## src/rtl/seven_segment_mux.sv

```systemverilog
// Eight-digit common-anode seven-segment scanner: time-multiplexes a 32-bit hex
// value with per-digit decimal points and blanking, frame-latched to avoid tearing.
module seven_segment_mux #(
    parameter int CLK_FREQUENCY          = 100_000_000,
    parameter int MIN_SEGMENT_DISPLAY_US = 10_000
) (
    input  logic        clk,
    input  logic        rst,
    input  logic        display_en,
    input  logic [31:0] display_val,
    input  logic [7:0]  dp_in,
    input  logic [7:0]  blank,
    output logic [6:0]  segments,
    output logic        dp,
    output logic [7:0]  anode,
    output logic        frame_done
);

    localparam int SEGMENT_CLOCKS = CLK_FREQUENCY / 1_000_000 * MIN_SEGMENT_DISPLAY_US;
    localparam int TIMER_W        = (SEGMENT_CLOCKS < 2) ? 1 : $clog2(SEGMENT_CLOCKS);
    localparam logic [TIMER_W-1:0] TIMER_LAST = TIMER_W'(SEGMENT_CLOCKS - 1);

    generate
        if (SEGMENT_CLOCKS < 2) begin : g_bad_timing
            $error("seven_segment_mux: SEGMENT_CLOCKS must be at least 2");
        end
    endgenerate

    typedef enum logic {OFF, RUN} state_t;

    state_t              state_reg;
    logic [TIMER_W-1:0]  timer_reg;
    logic [2:0]          index_reg;
    logic [31:0]         shadow_val_reg;
    logic [7:0]          shadow_dp_reg;
    logic [7:0]          shadow_blank_reg;

    function automatic logic [6:0] decode(input logic [3:0] v);
        logic [6:0] s;
        unique case (v)
            4'h0: s = 7'b0000001;
            4'h1: s = 7'b1001111;
            4'h2: s = 7'b0010010;
            4'h3: s = 7'b0000110;
            4'h4: s = 7'b1001100;
            4'h5: s = 7'b0100100;
            4'h6: s = 7'b0100000;
            4'h7: s = 7'b0001111;
            4'h8: s = 7'b0000000;
            4'h9: s = 7'b0000100;
            4'hA: s = 7'b0001000;
            4'hB: s = 7'b1100000;
            4'hC: s = 7'b0110001;
            4'hD: s = 7'b1000010;
            4'hE: s = 7'b0110000;
            4'hF: s = 7'b0111000;
        endcase
        return s;
    endfunction

    // A shadow load happens on the OFF->RUN edge and on every frame wrap; the
    // digit shown on that edge must come straight from the inputs being latched.
    logic        timer_last;
    logic        frame_wrap;
    logic        load;
    logic [2:0]  sel_index;
    logic [31:0] src_val;
    logic [7:0]  src_dp;
    logic [7:0]  src_blank;

    assign timer_last = (timer_reg == TIMER_LAST);
    assign frame_wrap = (state_reg == RUN) && timer_last && (index_reg == 3'd7);
    assign load       = display_en && ((state_reg == OFF) || frame_wrap);
    assign sel_index  = (state_reg == RUN) ? index_reg + 3'd1 : 3'd0;
    assign src_val    = load ? display_val : shadow_val_reg;
    assign src_dp     = load ? dp_in       : shadow_dp_reg;
    assign src_blank  = load ? blank       : shadow_blank_reg;

    logic [6:0] digit_seg [8];
    logic       digit_dp  [8];

    genvar gi;
    generate
        for (gi = 0; gi < 8; gi++) begin : g_digit
            assign digit_seg[gi] = src_blank[gi] ? 7'h7F : decode(src_val[4*gi +: 4]);
            assign digit_dp[gi]  = src_blank[gi] ? 1'b1  : ~src_dp[gi];
        end
    endgenerate

    always_ff @(posedge clk or posedge rst) begin
        if (rst) begin
            state_reg        <= OFF;
            timer_reg        <= '0;
            index_reg        <= '0;
            shadow_val_reg   <= '0;
            shadow_dp_reg    <= '0;
            shadow_blank_reg <= '0;
            anode            <= 8'hFF;
            segments         <= 7'h7F;
            dp               <= 1'b1;
            frame_done       <= 1'b0;
        end else begin
            frame_done <= 1'b0;
            case (state_reg)
                OFF: begin
                    timer_reg <= '0;
                    index_reg <= '0;
                    if (display_en) begin
                        state_reg        <= RUN;
                        shadow_val_reg   <= display_val;
                        shadow_dp_reg    <= dp_in;
                        shadow_blank_reg <= blank;
                        anode            <= ~(8'd1 << sel_index);
                        segments         <= digit_seg[sel_index];
                        dp               <= digit_dp[sel_index];
                    end else begin
                        anode    <= 8'hFF;
                        segments <= 7'h7F;
                        dp       <= 1'b1;
                    end
                end
                RUN: begin
                    if (!display_en) begin
                        state_reg <= OFF;
                        timer_reg <= '0;
                        index_reg <= '0;
                        anode     <= 8'hFF;
                        segments  <= 7'h7F;
                        dp        <= 1'b1;
                    end else if (timer_last) begin
                        timer_reg <= '0;
                        index_reg <= sel_index;
                        anode     <= ~(8'd1 << sel_index);
                        segments  <= digit_seg[sel_index];
                        dp        <= digit_dp[sel_index];
                        if (frame_wrap) begin
                            frame_done       <= 1'b1;
                            shadow_val_reg   <= display_val;
                            shadow_dp_reg    <= dp_in;
                            shadow_blank_reg <= blank;
                        end
                    end else begin
                        timer_reg <= timer_reg + TIMER_W'(1);
                    end
                end
                default: state_reg <= OFF;
            endcase
        end
    end

endmodule

```

## config.mk

```make
export PLATFORM = sky130hd
export DESIGN_NAME = seven_segment_mux
export DESIGN_NICKNAME = d
export VERILOG_FILES = /design/src/rtl/seven_segment_mux.sv
export SDC_FILE = /design/constraint.sdc
export NUM_CORES = 1
export LEC_CHECK = 0
export BUFFER_PORTS_ARGS = -buffer_cell sky130_fd_sc_hd__buf_2
export CELL_PAD_IN_SITES_DETAIL_PLACEMENT = 1
export CELL_PAD_IN_SITES_GLOBAL_PLACEMENT = 2
export CORE_MARGIN = 10
export CORE_UTILIZATION = 37
export CTS_BUF_LIST = sky130_fd_sc_hd__clkbuf_8 sky130_fd_sc_hd__clkbuf_16
export CTS_CLUSTER_SIZE = 8
export DETAILED_ROUTE_END_ITERATION = 8
export PLACE_DENSITY_LB_ADDON = 0.1
export SYNTH_ARGS = -nofsm -noshare
export SYNTH_HDL_FRONTEND = slang
export SYNTH_SLANG_ARGS = --single-unit
```

## constraint.sdc

```tcl
create_clock -name clk -period 6.3 [get_ports clk]
set_input_delay 1.26 -clock clk [delete_from_list [all_inputs] [get_ports clk]]
set_output_delay 1.26 -clock clk [all_outputs]
set_load 0.005 [all_outputs]
```

==> summary.md <==
| Metric | Value |
|---|---|
| Worst-case register-to-register setup slack | `1.87 ns` |
| Total of max-cap violations | `0` |
| Placement-stage cell area | `a little under 8000 µm²` |
| Post-DR vias/cell | `5.64` |
| End of the worst register-to-register path | `segments[0]` |
| Synth top area share | `about a quarter` |
| Effective utilization at floorplan | `a little under two fifths` |
| Fin. max-slew vios | `0` |
| Share of the clock period used by the worst path | `between 70% and 80%` |
| Worst VDD drop | `0.133 mV` |
| Final-layout fill cell count | `~2400` |
| Endpoints failing setup | `0` |
| Pre-CTS setup slack | `around 1.5 ns` |
| Syn nets | `about 970` |
| Worst Hold Path EP | `shadow_dp_reg[1]` |
| CTS tree | `built` |
| Cell at the root of the clock tree | `sky130_fd_sc_hd__clkbuf_16` |
| Global placement routability congestion | `between 0.9 and 1` |
| Critical-path cell with the highest stage delay | `sky130_fd_sc_hd__mux2i_1` |
| Post-cts gate resize count | `0` |
| Max reg flops | `32` |
| Crit path arrival time | `around 4.8 ns` |
| Gate count after technology mapping | `between 800 and 900` |
| Largest stage delay on the critical path | `slightly below 0.7 ns` |
| Detailed placer's ending HPWL | `~19000 µm` |
| Die height | `around 160 µm` |
| Synthesized flop and latch total | `89` |
| Via count of the first global-routing pass | `approximately 7000` |
| Reg-to-Reg Start | `index_reg[0]` |
| First-pass GRT wire length | `38900 µm` |
| Worst hold stages | `2` |
| Sequence of cells on the critical path | `buf_2 -> nand2_1 -> or3_1 -> o21ai_4 -> buf_4 -> mux2i_1 -> nor2b_1 -> o31ai_1 -> a311oi_1 -> o31ai_1 -> a31oi_1` |
| Element type at the critical path end | `flip-flop` |
| Setup Crit Path Kind | `input pin to flip-flop` |
| Number of antenna violations at the first check in global routing | `1` |
| Final-report hold violation count | `0` |
| Run status | `complete, no violations` |
| Register area share after synthesis | `~31%` |
| Worst-margin pin slew | `a little under 0.9 ns` |
| Clock-pin slew reported for the worst setup and hold paths after clock tree synthesis | `~0.080 ns` |
| Worst setup margin | `1.82 ns` |
| Mapped cell area | `between 7000 and 8000 µm²` |
| Area grow syn2layout | `11.7%` |
| Routed vias | `6700` |
| Worst skew pair latency | `between 0.3 and 0.4 ns` |
| Total power | `roughly 1.8 mW` |
| Peak clock frequency supported by timing | `between 200 and 250 MHz` |
| Share of cells above drive strength 1 | `about 15%` |
| Top area cells in the synthesized netlist | `sky130_fd_sc_hd__dfrtp_1 (25%), sky130_fd_sc_hd__ha_1 (8.8%), sky130_fd_sc_hd__mux2i_1 (6.9%)` |
| Cell family contributing the most delay on the critical path | `compound AO/OA/AOI/OAI gates` |
| Setup repair after global routing missed its margin | `no` |
| Number of flops mapped to enable cells by yosys | `0` |
| Share of flip-flops with an asynchronous set or reset after synthesis | `100%` |
| Cell Pwr Density | `between 200 and 250 nW/µm²` |
| Num Clock Sinks | `89` |
| Wirelength per Cell | `20.7 µm` |
| Number of buffers inserted during clock tree synthesis | `9` |
| Post-detailed-route DRC marker count | `0` |
| Hold crit path type | `flip-flop to flip-flop` |
| Total number of yosys warnings | `0` |
| Buffers on Ports | `67` |
| Inserted Diodes | `0` |
| Top cell type by total area after synthesis | `sky130_fd_sc_hd__dfrtp_1` |
| Path depth of the worst reg2reg path | `12` |
| Die Area | `~26000 µm²` |
| Max-slew headroom at the worst pin | `approximately two fifths` |
| Distinct cells, synth | `roughly 70` |
| Ys flop type | `sky130_fd_sc_hd__dfrtp_1` |
| Wire length after detailed routing | `around 25000 µm` |
| Avg Inst Size Synth | `between 8 and 9 µm²` |
| Worst Skew | `roughly 0.011 ns` |
| Die extent in x | `~160 µm` |
| CP max FO | `43` |
| Sum of overflow across all layers after global routing | `0` |
| Number of H-tree levels | `3` |
| Tot GR Track Use | `between 10% and 20%` |
| Setup tns final | `0 ns` |
| Iteration count of the initial detailed-routing pass | `5` |
| Buffers inserted during post-CTS setup optimization | `0` |
| CTS Buffer Depth | `2` |
| Detailed Route Iter0 Violations | `294` |
| Launch instance of the worst min-delay path | `shadow_dp_reg[1]` |
| Area of the core region | `just under 20000 µm²` |
| Critical path buffer and inverter count | `2` |
| Finished layout cell area | `8090 µm²` |
| Leakage power | `between 3 and 4 nW` |
| Detail Route Antenna Nets | `0` |
| CP most frequent cell | `sky130_fd_sc_hd__o31ai_1` |
| Instance count on the critical path | `11` |
| Nets@finish | `between 1000 and 1500` |
| Required time worst endpoint | `approximately 6.6 ns` |
| Cell Rows | `between 50 and 60` |
| Maximum number of pins on one net before global-route repair | `46` |
| Number of top-level pins | `a little under 70` |
| Shortest clock period the worst path allows after layout | `about 4.5 ns` |
| Type of origin of the critical path | `input pin` |
| Number of hold buffers added after cts | `0` |
-- power by group --
group          switching (mW)  total, mW  internal, mW
Combinational           0.362      0.584         0.222
Sequential             0.0604      0.690         0.630
Clock                   0.281      0.561         0.280
-- worst register-to-register path, stage by stage (launching register included) --
cell and delay [ns]:
sky130_fd_sc_hd__dfrtp_1 0.68, sky130_fd_sc_hd__ha_1 0.25, sky130_fd_sc_hd__ha_1 0.17, sky130_fd_sc_hd__nand2_1 0.06
sky130_fd_sc_hd__or3_1 0.38, sky130_fd_sc_hd__o21ai_4 0.35, sky130_fd_sc_hd__buf_4 0.51, sky130_fd_sc_hd__mux2i_1 0.72
sky130_fd_sc_hd__nor2b_1 0.20, sky130_fd_sc_hd__o31ai_1 0.37, sky130_fd_sc_hd__a311oi_1 0.22, sky130_fd_sc_hd__o31ai_1 0.32
sky130_fd_sc_hd__a31oi_1 0.13
-- area by class of cell --
class	count	area, µm²	area share, %
clock buffer	9	225	2.78
multi-input combinational	678	4580	56.6
tap	265	332	4.10
clock inverter	7	66.3	0.819
sequential	89	2250	27.8
timing repair buffer	75	395	4.89
inverter	65	245	3.03
-- worst max path at each step --
stage,from,end,slack (ns)
2_1_floorplan,display_en,segments[3],1.29
3_3_place_gp,display_en,segments[3],1.60
3_5_place_dp,display_en,segments[6],1.49
4_1_cts,display_en,segments[3],1.87
5_1_grt,index_reg[0],segments[6],1.51
6_report,display_en,segments[0],1.82
-- Yosys cell counts (11+ instances only) --
cell                       number
sky130_fd_sc_hd__nand3b_1      11
sky130_fd_sc_hd__mux2i_1       50
sky130_fd_sc_hd__clkbuf_1      13
sky130_fd_sc_hd__nand3_1       32
sky130_fd_sc_hd__xnor2_1       13
sky130_fd_sc_hd__a211oi_1      11
sky130_fd_sc_hd__and3_1        14
sky130_fd_sc_hd__dfrtp_1       73
sky130_fd_sc_hd__dfstp_2       16
sky130_fd_sc_hd__inv_1         64
sky130_fd_sc_hd__nor2b_1       23
sky130_fd_sc_hd__nand2_1      115
sky130_fd_sc_hd__ha_1          51
sky130_fd_sc_hd__nor2_1        76
sky130_fd_sc_hd__a31oi_1       27
sky130_fd_sc_hd__a21oi_1       34
sky130_fd_sc_hd__nand2b_1      20
sky130_fd_sc_hd__o21ai_0       28
sky130_fd_sc_hd__nor3_1        30
-- layout by cell type (no fill, tap or decap), drive strengths merged, types with 13 or more instances in the layout --
cell type / netlist / routed
xnor2: 13 / 13
nor2b: 23 / 23
nand2: 115 / 115
dfrtp: 73 / 73
a31oi: 27 / 27
ha: 51 / 51
dfstp: 16 / 16
nand2b: 20 / 20
buf: 21 / 75
nor3: 30 / 30
and3: 14 / 14
mux2i: 57 / 57
nand3: 32 / 32
a21oi: 36 / 36
nor2: 76 / 76
o21ai: 33 / 33
inv: 65 / 69
-- layer usage --
layer  track usage (%)  vias to the layer above  part of all wire, %
li1                  -                     3187                    -
met1              25.2                     3354                   48
met2              30.6                      134                   47
met3              3.16                       23                  3.8
met4              4.22                        2                  1.3
met5                 0                        -                0.053
-- cell families (layout without fill, tap and decap cells) --
kind of cell / Yosys count / in the layout / share of synthesized area (%)
mux: 69 / 69 / 10.8
xor+xnor: 23 / 23 / 2.78
flops: 89 / 89 / 31.0
fa+ha+maj: 51 / 51 / 8.81
compound gates: 180 / 180 / 16.9
simple gates: 355 / 355 / 23.7
buf+inv: 99 / 156 / 5.98
-- per-stage QoR --
stage / utilization, % / hold slack (ns) / cells
finish: 41.9 / 0.472 / 1188
global route: 41.9 / 0.508 / 1188
CTS: 41.9 / 0.476 / 1188
detailed placement: 40.3 / 0.460 / 1172
global placement: 40.3 / 0.455 / 1172
floorplan: - / 0.427 / 866
(Power assumes the default switching activity.)
